## src/rtl/reg_dump_pkg.sv

```systemverilog
// Shared register-file constants and the dump reader state encoding.
package reg_dump_pkg;

  localparam int REG_ADDR_W = 5;
  localparam int REG_DATA_W = 32;

  typedef enum logic [1:0] {
    ST_IDLE  = 2'd0,
    ST_FETCH = 2'd1,
    ST_SEND  = 2'd2,
    ST_DONE  = 2'd3
  } dump_state_e;

endpackage

```

## src/rtl/reg_dump_reader_if.sv

```systemverilog
// Control, register-file read port and output stream of the register dump reader.
interface reg_dump_reader_if
  import reg_dump_pkg::*;
#(
  parameter int ADDR_W = REG_ADDR_W,
  parameter int DATA_W = REG_DATA_W
) ();

  logic              start;
  logic              abort;
  logic [ADDR_W-1:0] rd_addr;
  logic [DATA_W-1:0] rd_data;
  logic              out_valid;
  logic              out_ready;
  logic [ADDR_W-1:0] out_addr;
  logic [DATA_W-1:0] out_data;
  logic              busy;
  logic              done;

  modport master (
    input  start, abort, rd_data, out_ready,
    output rd_addr, out_valid, out_addr, out_data, busy, done
  );

  modport slave (
    output start, abort, rd_data, out_ready,
    input  rd_addr, out_valid, out_addr, out_data, busy, done
  );

endinterface

```

## src/rtl/reg_dump_reader.sv

```systemverilog
// Walks register addresses FIRST_REG..LAST_REG through one read port and streams
// each (address, data) pair over a valid/ready handshake.
module reg_dump_reader
  import reg_dump_pkg::*;
#(
  parameter int ADDR_W    = REG_ADDR_W,
  parameter int DATA_W    = REG_DATA_W,
  parameter int FIRST_REG = 0,
  parameter int LAST_REG  = 31
) (
  input  logic               clk,
  input  logic               rst,
  reg_dump_reader_if.master  bus
);

  localparam logic [ADDR_W-1:0] FIRST_IDX = ADDR_W'(FIRST_REG);
  localparam logic [ADDR_W-1:0] LAST_IDX  = ADDR_W'(LAST_REG);
  localparam logic [ADDR_W-1:0] IDX_ONE   = ADDR_W'(1);

  dump_state_e       state_r;
  dump_state_e       state_s;
  logic [ADDR_W-1:0] idx_r;
  logic [ADDR_W-1:0] idx_s;
  logic [ADDR_W-1:0] rd_addr_s;
  logic [ADDR_W-1:0] out_addr_r;
  logic [DATA_W-1:0] out_data_r;
  logic              load_s;

  // Next-state, index update and read-port address; abort outranks everything.
  always_comb begin
    state_s   = state_r;
    idx_s     = idx_r;
    rd_addr_s = FIRST_IDX;
    load_s    = 1'b0;
    case (state_r)
      ST_IDLE: begin
        if (bus.abort) begin
          state_s = ST_IDLE;
        end else if (bus.start) begin
          idx_s   = FIRST_IDX;
          state_s = ST_FETCH;
        end else begin
          state_s = ST_IDLE;
        end
      end
      ST_FETCH: begin
        rd_addr_s = idx_r;
        if (bus.abort) begin
          state_s = ST_IDLE;
        end else begin
          load_s  = 1'b1;
          state_s = ST_SEND;
        end
      end
      ST_SEND: begin
        if (bus.abort) begin
          state_s = ST_IDLE;
        end else if (bus.out_ready) begin
          if (idx_r == LAST_IDX) begin
            state_s = ST_DONE;
          end else begin
            idx_s   = idx_r + IDX_ONE;
            state_s = ST_FETCH;
          end
        end else begin
          state_s = ST_SEND;
        end
      end
      ST_DONE: begin
        state_s = ST_IDLE;
      end
      default: begin
        state_s = ST_IDLE;
      end
    endcase
  end

  // State, index and the captured output word; data is sampled once, at FETCH.
  always_ff @(posedge clk or posedge rst) begin
    if (rst) begin
      state_r    <= ST_IDLE;
      idx_r      <= FIRST_IDX;
      out_addr_r <= {ADDR_W{1'b0}};
      out_data_r <= {DATA_W{1'b0}};
    end else begin
      state_r <= state_s;
      idx_r   <= idx_s;
      if (load_s) begin
        out_addr_r <= idx_r;
        out_data_r <= bus.rd_data;
      end else begin
        out_addr_r <= out_addr_r;
        out_data_r <= out_data_r;
      end
    end
  end

  assign bus.rd_addr   = rd_addr_s;
  assign bus.out_valid = (state_r == ST_SEND);
  assign bus.out_addr  = out_addr_r;
  assign bus.out_data  = out_data_r;
  assign bus.busy      = (state_r != ST_IDLE);
  assign bus.done      = (state_r == ST_DONE);

endmodule

```

## src/flat_wrapper.sv

```systemverilog
// flat-port wrapper written by rule: the top's interface ports become plain ports
module reg_dump_reader_flat import reg_dump_pkg::*;
#(
  parameter int ADDR_W    = REG_ADDR_W,
  parameter int DATA_W    = REG_DATA_W,
  parameter int FIRST_REG = 0,
  parameter int LAST_REG  = 31
)
  (clk, rst, bus_start, bus_abort, bus_rd_data, bus_out_ready, bus_rd_addr, bus_out_valid, bus_out_addr, bus_out_data, bus_busy, bus_done);
  reg_dump_reader_if #(.ADDR_W(ADDR_W), .DATA_W(DATA_W)) bus_i ();
  input  logic clk;
  input  logic rst;
  input wire logic [$bits(bus_i.start)-1:0] bus_start;
  input wire logic [$bits(bus_i.abort)-1:0] bus_abort;
  input wire logic [$bits(bus_i.rd_data)-1:0] bus_rd_data;
  input wire logic [$bits(bus_i.out_ready)-1:0] bus_out_ready;
  output wire logic [$bits(bus_i.rd_addr)-1:0] bus_rd_addr;
  output wire logic [$bits(bus_i.out_valid)-1:0] bus_out_valid;
  output wire logic [$bits(bus_i.out_addr)-1:0] bus_out_addr;
  output wire logic [$bits(bus_i.out_data)-1:0] bus_out_data;
  output wire logic [$bits(bus_i.busy)-1:0] bus_busy;
  output wire logic [$bits(bus_i.done)-1:0] bus_done;
  assign bus_i.start = bus_start;
  assign bus_i.abort = bus_abort;
  assign bus_i.rd_data = bus_rd_data;
  assign bus_i.out_ready = bus_out_ready;
  assign bus_rd_addr = bus_i.rd_addr;
  assign bus_out_valid = bus_i.out_valid;
  assign bus_out_addr = bus_i.out_addr;
  assign bus_out_data = bus_i.out_data;
  assign bus_busy = bus_i.busy;
  assign bus_done = bus_i.done;
  reg_dump_reader #(.ADDR_W(ADDR_W), .DATA_W(DATA_W), .FIRST_REG(FIRST_REG), .LAST_REG(LAST_REG)) u_core (.clk(clk), .rst(rst), .bus(bus_i));
endmodule
```

## config.mk

```make
export PLATFORM = sky130hd
export DESIGN_NAME = reg_dump_reader_flat
export DESIGN_NICKNAME = d
export VERILOG_FILES = /design/src/rtl/reg_dump_pkg.sv /design/src/rtl/reg_dump_reader_if.sv /design/src/rtl/reg_dump_reader.sv /design/src/flat_wrapper.sv
export SDC_FILE = /design/constraint.sdc
export NUM_CORES = 1
export LEC_CHECK = 0
export ABC_AREA = 0
export ABC_CLOCK_PERIOD_IN_PS = 1700
export BUFFER_PORTS_ARGS = -buffer_cell sky130_fd_sc_hd__buf_2
export CAP_MARGIN = 20
export CORE_MARGIN = 2
export CORE_UTILIZATION = 43
export DETAILED_ROUTE_END_ITERATION = 10
export PLACE_DENSITY = 0.76
export SKIP_CTS_REPAIR_TIMING = 1
export SYNTH_ARGS = -nofsm -noshare
export SYNTH_HDL_FRONTEND = slang
export SYNTH_SLANG_ARGS = --single-unit
```

## constraint.sdc

```tcl
create_clock -name clk -period 1.7 [get_ports clk]
set_input_delay 0.085 -clock clk [delete_from_list [all_inputs] [get_ports clk]]
set_output_delay 0.085 -clock clk [all_outputs]
set_load 0.02 [all_outputs]
```

==> results.toml, run 1 <==
[outcome]
status = "finished, final reports clean"

[setup_path]
arrival_ps = 1860
crit_fanout = 5
start_kind = "flip-flop"
worstSetupEndpointType = "flip-flop"
required_ps = 1870
rrSetupSlack_ps = 10
crit_type = "reg -> reg"

[sta]
finalSetupViolations = 0
fmax_mhz = 592
setup_tns_ps = 0
slew_violations = 0
slew_headroom_pct = 71.6
post-route-period-util_pct = 99.4
setup_ws_ps = 10.3
fin_crit_ps = 1690
finClkSkew_ps = 3.48
finalHoldViolCount = 0
worst_slew_pin_slew_ps = 426

[cells_and_area]
diodes = 0
area_growth_pct = 32.3
final_util_pct = 59.7
drive_above_1_share_pct = 71.1
nets = 257
nFillCells = 359

[grt]
grt_antenna_before_repair = 0
track_usage_pct = 14.8
grt_max_degree = 27
grt_pass1_vias = 1277
grt_overflow = 0
grt_pass1_wl_mm = 6.05

[power_and_ir_drop]
p_leak_nw = 1.37
p_per_area_mw_per_mm2 = 1160
ir_drop_v = 0.000345

[clocking]
cts_num_sinks = 44
clock_latency_ps = 280
clockRootBuffer = "clkbuf_8"
clkTransAtPathRegs_ps = 80
cts_inserted_buffers = 5
h-tree-depth = 2
cts_tree = "built"
clock_path_buffers = 2

[logic_synthesis]
syn_nets = 160
synth.distinct_cells = 27
synth-seq-area-share_pct = 55.3
yosysWarnings = 0
syn_inst = 121
netlist_area_mm2 = 0.00199
avgSynthCellArea_um2 = 16.5
synth-seq-cells = 44

[place]
gp_congestion = 0.844
pre_cts_slack_ps = 14.7
dp_hpwl_mm = 2.88
io_buffer_count = 81

[drt]
routedWlPerCell_um = 14.7
drc = 0
drt_iter0_markers = 31
antenna_left = 0
routed_via_density = 4.79
wl_mm = 3.97
dr.pass1.iters = 4
vias = 1292

[floorplan]
die_w_um = 72.1
coreArea_mm2 = 0.00441
row_count = 24
die_h_um = 72.1
start_util_pct = 45.1
die_area_mm2 = 0.00519
io_pins = 82

[job]
drv_cap = 0

[min_path]
hold_class = "in -> reg"
-- cells in the mapped netlist, drive strengths merged --
library cell,instances,share of area (%)
a21oi,1,0.25
a221o,1,0.50
a22o,2,0.88
a31oi,1,0.31
and2,7,2.6
and2b,1,0.44
and3,1,0.31
and3b,1,0.50
buf,4,4.0
dfrtp,44,55
ha,2,1.3
inv,3,0.57
mux2,38,27
nand2b,1,0.31
nand3b,1,0.38
nand4b,1,0.44
nor2,2,0.38
nor2b,2,1.4
nor3,1,0.50
nor4,1,0.31
o21a,1,0.38
o21ai,1,0.25
o221ai,1,0.44
o2bb2ai,1,0.44
or2,1,0.31
or2b,1,0.38
-- per-stage QoR --
stage	cell area [µm²]	power [W]	std cells	hold WS [ps]
detailed placement	2500	0.00247	260	119
finish	2640	0.00305	270	26.5
global route	2640	0.00321	270	16.7
floorplan	2000	0.00211	121	151
global placement	2500	0.00244	260	102
CTS	2580	0.00309	267	-201
-- flip-flops by register name (all words and copies together) (netlist names) --
signal               cells
u_core.bus.out_data     32
u_core.bus.out_addr      5
u_core.idx_r             5
u_core.state_r           2
-- worst max-delay path, cell delays in order (launching register included) --
cell,delay [ps]
dfrtp_1,390
ha_2,190
and3_4,180
ha_4,150
and3b_2,260
o21ai_4,70
a221o_1,330
-- routing by layer --
layer  GRT usage (%)  vias to the layer above  wire length [µm]
li1                -                      620                 -
met1            19.4                      615              1680
met2            24.8                       55              1990
met3            4.58                        2               292
met4            2.52                        0                 6
met5               0                        -                 0
-- logic make-up (layout without fill, tap and decap cells) --
logic type               count (synthesis)  count (layout)  synth area share, %
flip-flops                              44              44                 55.3
adder cells (fa/ha/maj)                  2               2                 1.26
multiplexers                            38              38                 27.1
buffers and inverters                    7             104                 4.59
AND/OR/NAND/NOR                         21              21                 8.29
AO/OA/AOI/OAI                            9               9                 3.45
-- path summary, 6_finish.rpt --
check	start	end	cells after the start
max	u_core.idx_r[1]	u_core.idx_r[3]	6
min	bus_rd_data[0]	u_core.bus.out_data[0]	2
max reg2reg	u_core.idx_r[1]	u_core.idx_r[3]	6
min reg2reg	u_core.bus.out_data[25]	u_core.bus.out_data[25]	1
max in group asynchronous	rst	u_core.bus.out_data[24]	4
min in group asynchronous	rst	u_core.bus.out_data[0]	3
-- where the power goes --
| group | internal [W] | total, W | switching (W) |
|---|---|---|---|
| logic | 0.000509 | 0.00105 | 0.000544 |
| registers | 0.00128 | 0.00140 | 0.000119 |
| clock network | 0.000279 | 0.000594 | 0.000315 |
-- layout make-up --
class,instances,area [µm²],area share (%)
repair buffers,94,543,20.6
clock buffers,6,72.6,2.75
flip-flops and latches,44,1100,41.8
well taps,52,65.1,2.47
clock inverters,1,5.00,0.190
inverters,3,11.3,0.427
multi-input cells,70,837,31.8
-- cell usage in the layout, fill, tap and decap left out, types with 3 or more instances in the layout --
cell and n:
clkbuf_8 5, mux2_4 30, buf_12 3, and2_2 7
mux2_2 8, dfrtp_1 44, buf_2 81, buf_4 9
Power figures use the tool's default switching activity.
==> run 2, diff against run 1 <==
- BUFFER_PORTS_ARGS: -buffer_cell sky130_fd_sc_hd__buf_2 -> -buffer_cell sky130_fd_sc_hd__buf_4
==> run 2 against run 1 <==
The flow now finishes with violations (negative setup slack). Cell count stayed put. Non-clock buffer count is 1 lower. Count of clock-buffer cells in the layout is 1 lower. Routed wire length is 2.4% higher. Hold slack worse by 20 ps. Die area stayed put. Sequential power hardly changed. Design area is 8.0% higher. Total power is 11% higher. Critical endpoint unchanged. Highest routed layer unchanged.
==> results.toml, run 2 (synthesis results as in run 1) <==
[outcome]
status = "finished with violations"
violations = "negative setup slack"

[drt]
drt_iter0_markers = 46
drc = 0
antenna_left = 0
vias = 1324
dr.pass1.iters = 4
routedWlPerCell_um = 15.1
routed_via_density = 4.90
wl_mm = 4.07

[cells_and_area]
diodes = 0
fin_cells = 270
area_growth_pct = 42.8
nets = 256
final_common_cell = "buf_4"
drive_above_1_share_pct = 71.6
finalInstanceArea_mm2 = 0.00285
largest_register_ffs = 32
final_cell_mix = "buf_4 (90), dfrtp_1 (44), mux2_4 (30)"
final_util_pct = 64.5

[setup_path]
rrSetupSlack_ps = -10
start_kind = "flip-flop"
required_ps = 1870
crit_type = "reg -> reg"
worstSetupEndpointType = "flip-flop"
arrival_ps = 1890
crit_fanout = 5

[sta]
finalHoldViolCount = 0
fin_crit_ps = 1710
finClkSkew_ps = 7.17
hold_ws_ps = 6.35
post-route-period-util_pct = 101
worst_slew_pin_slew_ps = 297
rsz0062_at_grt = "true"
slew_violations = 0
slew_headroom_pct = 80.1
setup_tns_ps = -14.4
fmax_mhz = 583
finalSetupViolations = 1
setup_ws_ps = -14.4

[power_and_ir_drop]
p_leak_nw = 1.42
p_per_area_mw_per_mm2 = 1190
ir_drop_v = 0.000502

[floorplan]
start_util_pct = 45.1
coreArea_mm2 = 0.00441
die_h_um = 72.1
io_pins = 82
die_w_um = 72.1
row_count = 24
die_area_mm2 = 0.00519

[job]
drv_cap = 0

[clocking]
clkTransAtPathRegs_ps = 80
clock_path_buffers = 2
clock_latency_ps = 290
h-tree-depth = 2
cts_tree = "built"
cts_num_sinks = 44
cts_inserted_buffers = 5
clockRootBuffer = "clkbuf_8"

[grt]
grt_antenna_before_repair = 0
grt_pass1_vias = 1379
track_usage_pct = 15.8
grt_overflow = 0
grt_pass1_wl_mm = 6.40
grt_max_degree = 24

[place]
place_inst = 259
io_buffer_count = 81
gp_congestion = 0.874
dp_hpwl_mm = 3.02
place_area_mm2 = 0.00268

[min_path]
hold_class = "in -> reg"
run 2: worst max-delay path, stage by stage, from the launching register on:
cell     delay, ps
dfrtp_1        390
ha_2           200
and3_4         150
ha_4           150
and3b_2        260
o21ai_4         80
a221o_1        350
run 2: layout make-up:
type                    instances  area, µm²
fillers                       342       1570
flip-flops and latches         44       1100
multi-input cells              70        831
repair buffers                 93        726
clock buffers                   5       68.8
well taps                      52       65.1
clock inverters                 3       42.5
inverters                       3       11.3
run 2: per-stage QoR:
step / worst slack [ps] / power (W)
final: -14.4 / 0.00339
after global routing: -50.6 / 0.00356
after CTS: -25.9 / 0.00343
after detailed placement: -8.88 / 0.00263
after global placement: 27.2 / 0.00261
after floorplan: 21.3 / 0.00211
run 2: path summary, 6_finish.rpt:
kind,end,from,depth (start not counted)
max in group asynchronous,u_core.state_r[0],rst,4
min in group asynchronous,u_core.bus.out_data[7],rst,3
hold / removal,u_core.state_r[1],bus_abort,2
setup reg to reg,u_core.idx_r[3],u_core.idx_r[0],6
hold reg to reg,u_core.bus.out_data[28],u_core.bus.out_data[28],1
setup / recovery,u_core.idx_r[3],u_core.idx_r[0],6
run 2: power breakdown:
part / internal [W] / switching, W
clock: 0.000435 / 0.000345
combinational: 0.000659 / 0.000545
sequential: 0.00128 / 0.000126
run 2: routing by layer:
layer | track usage (%) | share of wire [%]
met5 | 0 | 0
met4 | 4.40 | 0.34
met3 | 4.72 | 6.4
met2 | 26.7 | 51
met1 | 19.6 | 42
